--- src/rtl/fetch_stage.sv ---
// fetch_stage: RV32I instruction fetch stage feeding decode.
// Owns the program counter and keeps at most one instruction-memory request
// in flight. Fetched words go to decode over a valid/ready handshake.
// Execute-stage redirects flush buffered instructions and squash any fetch
// that is still in flight.
// Build option: define FETCH_SKID_BUF_EN to add a one-entry skid buffer so
// fetching continues for one more word while decode is stalled.
module fetch_stage #(
  parameter logic [31:0] RESET_PC = 32'h4000_0060
) (
  input  logic        clk,
  input  logic        rst,
  output logic        imem_read,
  output logic [31:0] imem_address,
  input  logic        imem_resp,
  input  logic [31:0] imem_rdata,
  input  logic        redirect_i,
  input  logic [31:0] redirect_pc,
  output logic        out_valid,
  input  logic        out_ready,
  output logic [31:0] out_instr,
  output logic [31:0] out_pc
);

  typedef enum logic [1:0] {S_RESET, S_REQ, S_HOLD} state_t;

  state_t      state, state_n;
  logic        kill, kill_n;
  logic [31:0] pend_pc, pend_pc_n;
  logic [31:0] addr_n;
  logic        valid_n;
  logic [31:0] instr_n, pc_n;
  logic        drain, accept, room;
  logic [31:0] target;

`ifdef FETCH_SKID_BUF_EN
  logic        skid_valid, skid_valid_n;
  logic [31:0] skid_instr, skid_instr_n;
  logic [31:0] skid_pc, skid_pc_n;
`endif

  // Next-state, next-PC and output/skid register contents for this edge.
  always_comb begin
    state_n   = state;
    kill_n    = kill;
    pend_pc_n = pend_pc;
    addr_n    = imem_address;
    valid_n   = out_valid;
    instr_n   = out_instr;
    pc_n      = out_pc;
`ifdef FETCH_SKID_BUF_EN
    skid_valid_n = skid_valid;
    skid_instr_n = skid_instr;
    skid_pc_n    = skid_pc;
`endif
    target = redirect_pc & 32'hFFFF_FFFC;
    drain  = out_valid && out_ready;
    accept = 1'b0;
    room   = 1'b0;

    // A transfer empties the output register; a buffered entry refills it.
    if (drain) begin
`ifdef FETCH_SKID_BUF_EN
      if (skid_valid) begin
        valid_n      = 1'b1;
        instr_n      = skid_instr;
        pc_n         = skid_pc;
        skid_valid_n = 1'b0;
      end else begin
        valid_n = 1'b0;
      end
`else
      valid_n = 1'b0;
`endif
    end

`ifdef FETCH_SKID_BUF_EN
    room = !skid_valid_n;
`else
    room = !valid_n;
`endif

    case (state)
      S_RESET: begin
        state_n = S_REQ;
        if (redirect_i) addr_n = target;
      end
      S_REQ: begin
        if (imem_resp) begin
          kill_n = 1'b0;
          if (redirect_i) begin
            addr_n = target;
          end else if (kill) begin
            addr_n = pend_pc;
          end else begin
            accept = 1'b1;
            addr_n = imem_address + 32'd4;
          end
        end else if (redirect_i) begin
          kill_n    = 1'b1;
          pend_pc_n = target;
        end
      end
      S_HOLD: begin
        if (redirect_i) begin
          addr_n  = target;
          state_n = S_REQ;
        end else if (room) begin
          state_n = S_REQ;
        end
      end
      default: state_n = S_RESET;
    endcase

    if (accept) begin
      if (!valid_n) begin
        valid_n = 1'b1;
        instr_n = imem_rdata;
        pc_n    = imem_address;
      end
`ifdef FETCH_SKID_BUF_EN
      else begin
        skid_valid_n = 1'b1;
        skid_instr_n = imem_rdata;
        skid_pc_n    = imem_address;
      end
      state_n = skid_valid_n ? S_HOLD : S_REQ;
`else
      state_n = S_HOLD;
`endif
    end

    if (redirect_i) begin
      valid_n = 1'b0;
`ifdef FETCH_SKID_BUF_EN
      skid_valid_n = 1'b0;
`endif
    end
  end

  // State, memory request and output registers.
  always_ff @(posedge clk or posedge rst) begin
    if (rst) begin
      state        <= S_RESET;
      imem_read    <= 1'b0;
      imem_address <= RESET_PC;
      kill         <= 1'b0;
      pend_pc      <= '0;
      out_valid    <= 1'b0;
      out_instr    <= '0;
      out_pc       <= '0;
    end else begin
      state        <= state_n;
      imem_read    <= (state_n == S_REQ);
      imem_address <= addr_n;
      kill         <= kill_n;
      pend_pc      <= pend_pc_n;
      out_valid    <= valid_n;
      out_instr    <= instr_n;
      out_pc       <= pc_n;
    end
  end

`ifdef FETCH_SKID_BUF_EN
  // Skid buffer holding the word fetched while decode was stalled.
  always_ff @(posedge clk or posedge rst) begin
    if (rst) begin
      skid_valid <= 1'b0;
      skid_instr <= '0;
      skid_pc    <= '0;
    end else begin
      skid_valid <= skid_valid_n;
      skid_instr <= skid_instr_n;
      skid_pc    <= skid_pc_n;
    end
  end
`endif

endmodule

--- config.mk ---
export PLATFORM = sky130hd
export DESIGN_NAME = fetch_stage
export DESIGN_NICKNAME = d
export VERILOG_FILES = /design/src/rtl/fetch_stage.sv
export SDC_FILE = /design/constraint.sdc
export NUM_CORES = 1
export LEC_CHECK = 0
export ABC_AREA = 1
export BUFFER_PORTS_ARGS = -buffer_cell sky130_fd_sc_hd__clkbuf_2
export CORE_MARGIN = 5
export CORE_UTILIZATION = 53
export CTS_CLUSTER_DIAMETER = 100
export DETAILED_ROUTE_END_ITERATION = 8
export HOLD_SLACK_MARGIN = 0.03
export MAX_ROUTING_LAYER = met4
export PLACE_DENSITY = 0.84
export REMOVE_ABC_BUFFERS = 1
export SETUP_SLACK_MARGIN = 0.15
export SLEW_MARGIN = 10
export SYNTH_ARGS = -nofsm -noshare
export SYNTH_HDL_FRONTEND = slang
export SYNTH_SLANG_ARGS = --single-unit
export TNS_END_PERCENT = 50
--- constraint.sdc ---
create_clock -name clk -period 4.5 [get_ports clk]
set_input_delay 0.675 -clock clk [delete_from_list [all_inputs] [get_ports clk]]
set_output_delay 0.675 -clock clk [all_outputs]
set_load 0.005 [all_outputs]
==> reports/qor.csv <==
stage,metric,value,unit
outcome,status,finished clean,
place,hpwl,11.65,mm
global_route,grt_first_pass_wirelength,27.17,mm
pwr,power,5.222,mW
global_route,grt_pass1_vias,5531,
timing,max_freq,405.0,MHz
setup_path,cp_data_required_time,4.80,ns
route,wl_per_cell,15.28,um
die,ioPinCount,167,
synth,yosysTopAreaCellShare,0.4875,
synth,yosysMostFrequentCell,nand2_1,
route,drt-initial-drc-count,537,
pwr,p_per_area,671.7,mW/mm^2
worst_hold_path,hp-class,reg2reg,
die,die_h,119.6,um
final_layout,final_nets,980,
synth,yosysUniqueCellTypes,32,
setup_path,crit_type,reg2reg,
timing,max_slew.worst_pin.slew,1.063,ns
clocking,cts_sinks,127,
die,fp-row-count,40,
synth,ys_warn_count,0,
timing,hold_violations,0,
clocking,cts_setup_buffers,0,
final_layout,antennaDiodeCount,0,
route,dr.pass1.iters,5,
timing,skew,0.01638,ns
global_route,antenna_found_initial,0,
synth,synthTopCellsByArea,"dfrtp_1 49%, nand2_1 9.8%, mux2_4 8.0%, o21ai_0 7.4%, nor2_1 6.7%",
synth,ys_async_sr_fraction,1.000,
synth,synth-edff-count,0,
timing,rsz0062_at_grt,no,
global_route,grt_util_all_layers,0.2467,
synth,synth_commonest_cells,"166 x nand2_1, 124 x dfrtp_1, 114 x nor2_1",
timing,relSlewSlack,0.2905,
place,portBuffers,160,
clocking,cts_buffer_depth,2,
timing,layout_worst_path_cycle_share,0.5487,
run,cap_viol_max_count,0,
setup_path,start_kind,flop,
clocking,path_clk_slew,0.06,ns
die,die-area,0.01430,sq mm
clocking,ctsResizeCount,0,
route,drt_wl_total,16.35,mm
timing,final_max_slew_viol_count,0,
synth,synth_area,0.006365,sq mm
timing,fin_tns_setup,0,ns
synth,ys_seq_area_frac,0.4999,
synth,syn_area_per_cell,8.397,sq um
timing,finalSetupViolCount,0,
synth,ys_ff_latch,127,
clocking,root_buffer,clkbuf_16,
setup_path,critPathMaxFanout,58,
route,antenna_left,0,
worst_hold_path,hold_depth,2,
route,routed_via_density,5.270,
timing,min_period,2.469,ns
setup_path,crit_path_end_kind,flop,
clocking,hold_buffers,0,
final_layout,fillers,1044,
synth,syn_inst,758,
timing,whs,0.4818,ns
final_layout,areaGrowthSynthToFinish,22.13,%
clocking,worstSkewPairLatency,0.42,ns
route,vias,5639,
synth,netlist.top_cell.by_area,dfrtp_1,
final_layout,layout-drive-gt1-share,0.2676,
clocking,cts_buffers,17,
die,die_x,119.6,um
setup_path,reg2regPathDepth,4,
pwr,ir_drop,0.3239,mV
pwr,leakage,4.119,nW
place,globalplace.congestion,0.9592,
global_route,grt_remaining_overflow,0,
route,remaining_drc_errors,0,
clocking,cts_tree,yes,
global_route,grt_max_degree,84,
synth,ys.flop_type,dfrtp_1,
die,start_util,0.5343,
setup_path,arrival,2.76,ns
die,core,0.01191,sq mm
clocking,cts.htree.levels,4,
==> layer usage <==
layer  GRT usage  wire (um)
met5           -          0
met4      0.1031        359
met1      0.3128       7080
met3     0.06409       1420
met2      0.3789       7491
==> cells in the final DEF, fill, tap and decap left out, drive strengths merged <==
cell type / n
nor3: 1
buf: 6
o21ai: 95
clkbuf: 185
o211ai: 3
dfstp: 3
nand4: 1
xor2: 5
a31oi: 1
o22ai: 3
nand2: 168
a22oi: 1
mux2: 44
clkinvlp: 2
ha: 1
or2: 2
conb: 4
a21boi: 1
nand3: 41
nor2: 115
a21oi: 31
inv: 80
dfrtp: 124
clkinv: 5
bufinv: 1
==> metrics by stage <==
stage	instance area [sq um]	util	std cells	setup slack (ns)
2_1_floorplan	6188	-	725	0.4457
3_3_place_gp	7233	0.6072	1038	2.035
3_5_place_dp	7233	0.6072	1038	2.005
4_1_cts	7774	0.6526	1070	2.048
5_1_grt	7774	0.6526	1070	1.891
6_report	7774	0.6526	1070	2.031
==> cell families after synthesis <==
logic type | after synthesis | share of synthesized area
AO/OA/AOI/OAI | 135 | 0.1089
XOR/XNOR | 5 | 0.006880
adder cells (fa/ha/maj) | 1 | 0.001965
buffers and inverters | 117 | 0.07725
flip-flops | 127 | 0.4999
multiplexers | 44 | 0.09790
other | 1 | 0.0005892
AND/OR/NAND/NOR | 328 | 0.2066
==> state kept, by name (all words and copies together) (netlist names) <==
signal	flops
imem_read	1
state	2
out_valid	1
out_instr	32
pend_pc	30
out_pc	30
kill	1
imem_address	30
==> final timing paths <==
path	startpoint	endpoint	slack [ns]
setup / recovery	kill	out_instr[27]	2.03
hold / removal	pend_pc[30]	pend_pc[30]	0.48
setup reg to reg	kill	out_instr[27]	2.03
hold reg to reg	pend_pc[30]	pend_pc[30]	0.48
max in group asynchronous	rst	imem_address[6]	3.14
min in group asynchronous	rst	out_instr[16]	0.50
==> area by class of cell <==
| cell class | count | area (sq um) | share of cell area |
|---|---|---|---|
| inverters | 81 | 306.5 | 0.03943 |
| repair buffers | 166 | 858.3 | 0.1104 |
| clock buffers | 25 | 475.5 | 0.06116 |
| clock inverters | 7 | 65.06 | 0.008370 |
| well taps | 147 | 183.9 | 0.02366 |
| multi-input cells | 517 | 2703 | 0.3477 |
| flip-flops and latches | 127 | 3182 | 0.4093 |
==> critical path, stage by stage (launching register included) <==
cell and delay [ns]:
dfrtp_1 0.82, nor3_4 0.12, nand2_4 0.29, buf_4 0.68
mux2_4 0.36
==> power breakdown <==
group / internal [mW] / total (mW) / switching [mW]
combinational: 0.869 / 1.85 / 0.980
clock: 0.783 / 1.26 / 0.474
sequential: 1.66 / 2.12 / 0.453
total: 3.32 / 5.22 / 1.91
Note: power is estimated with default switching activity, not from simulation.
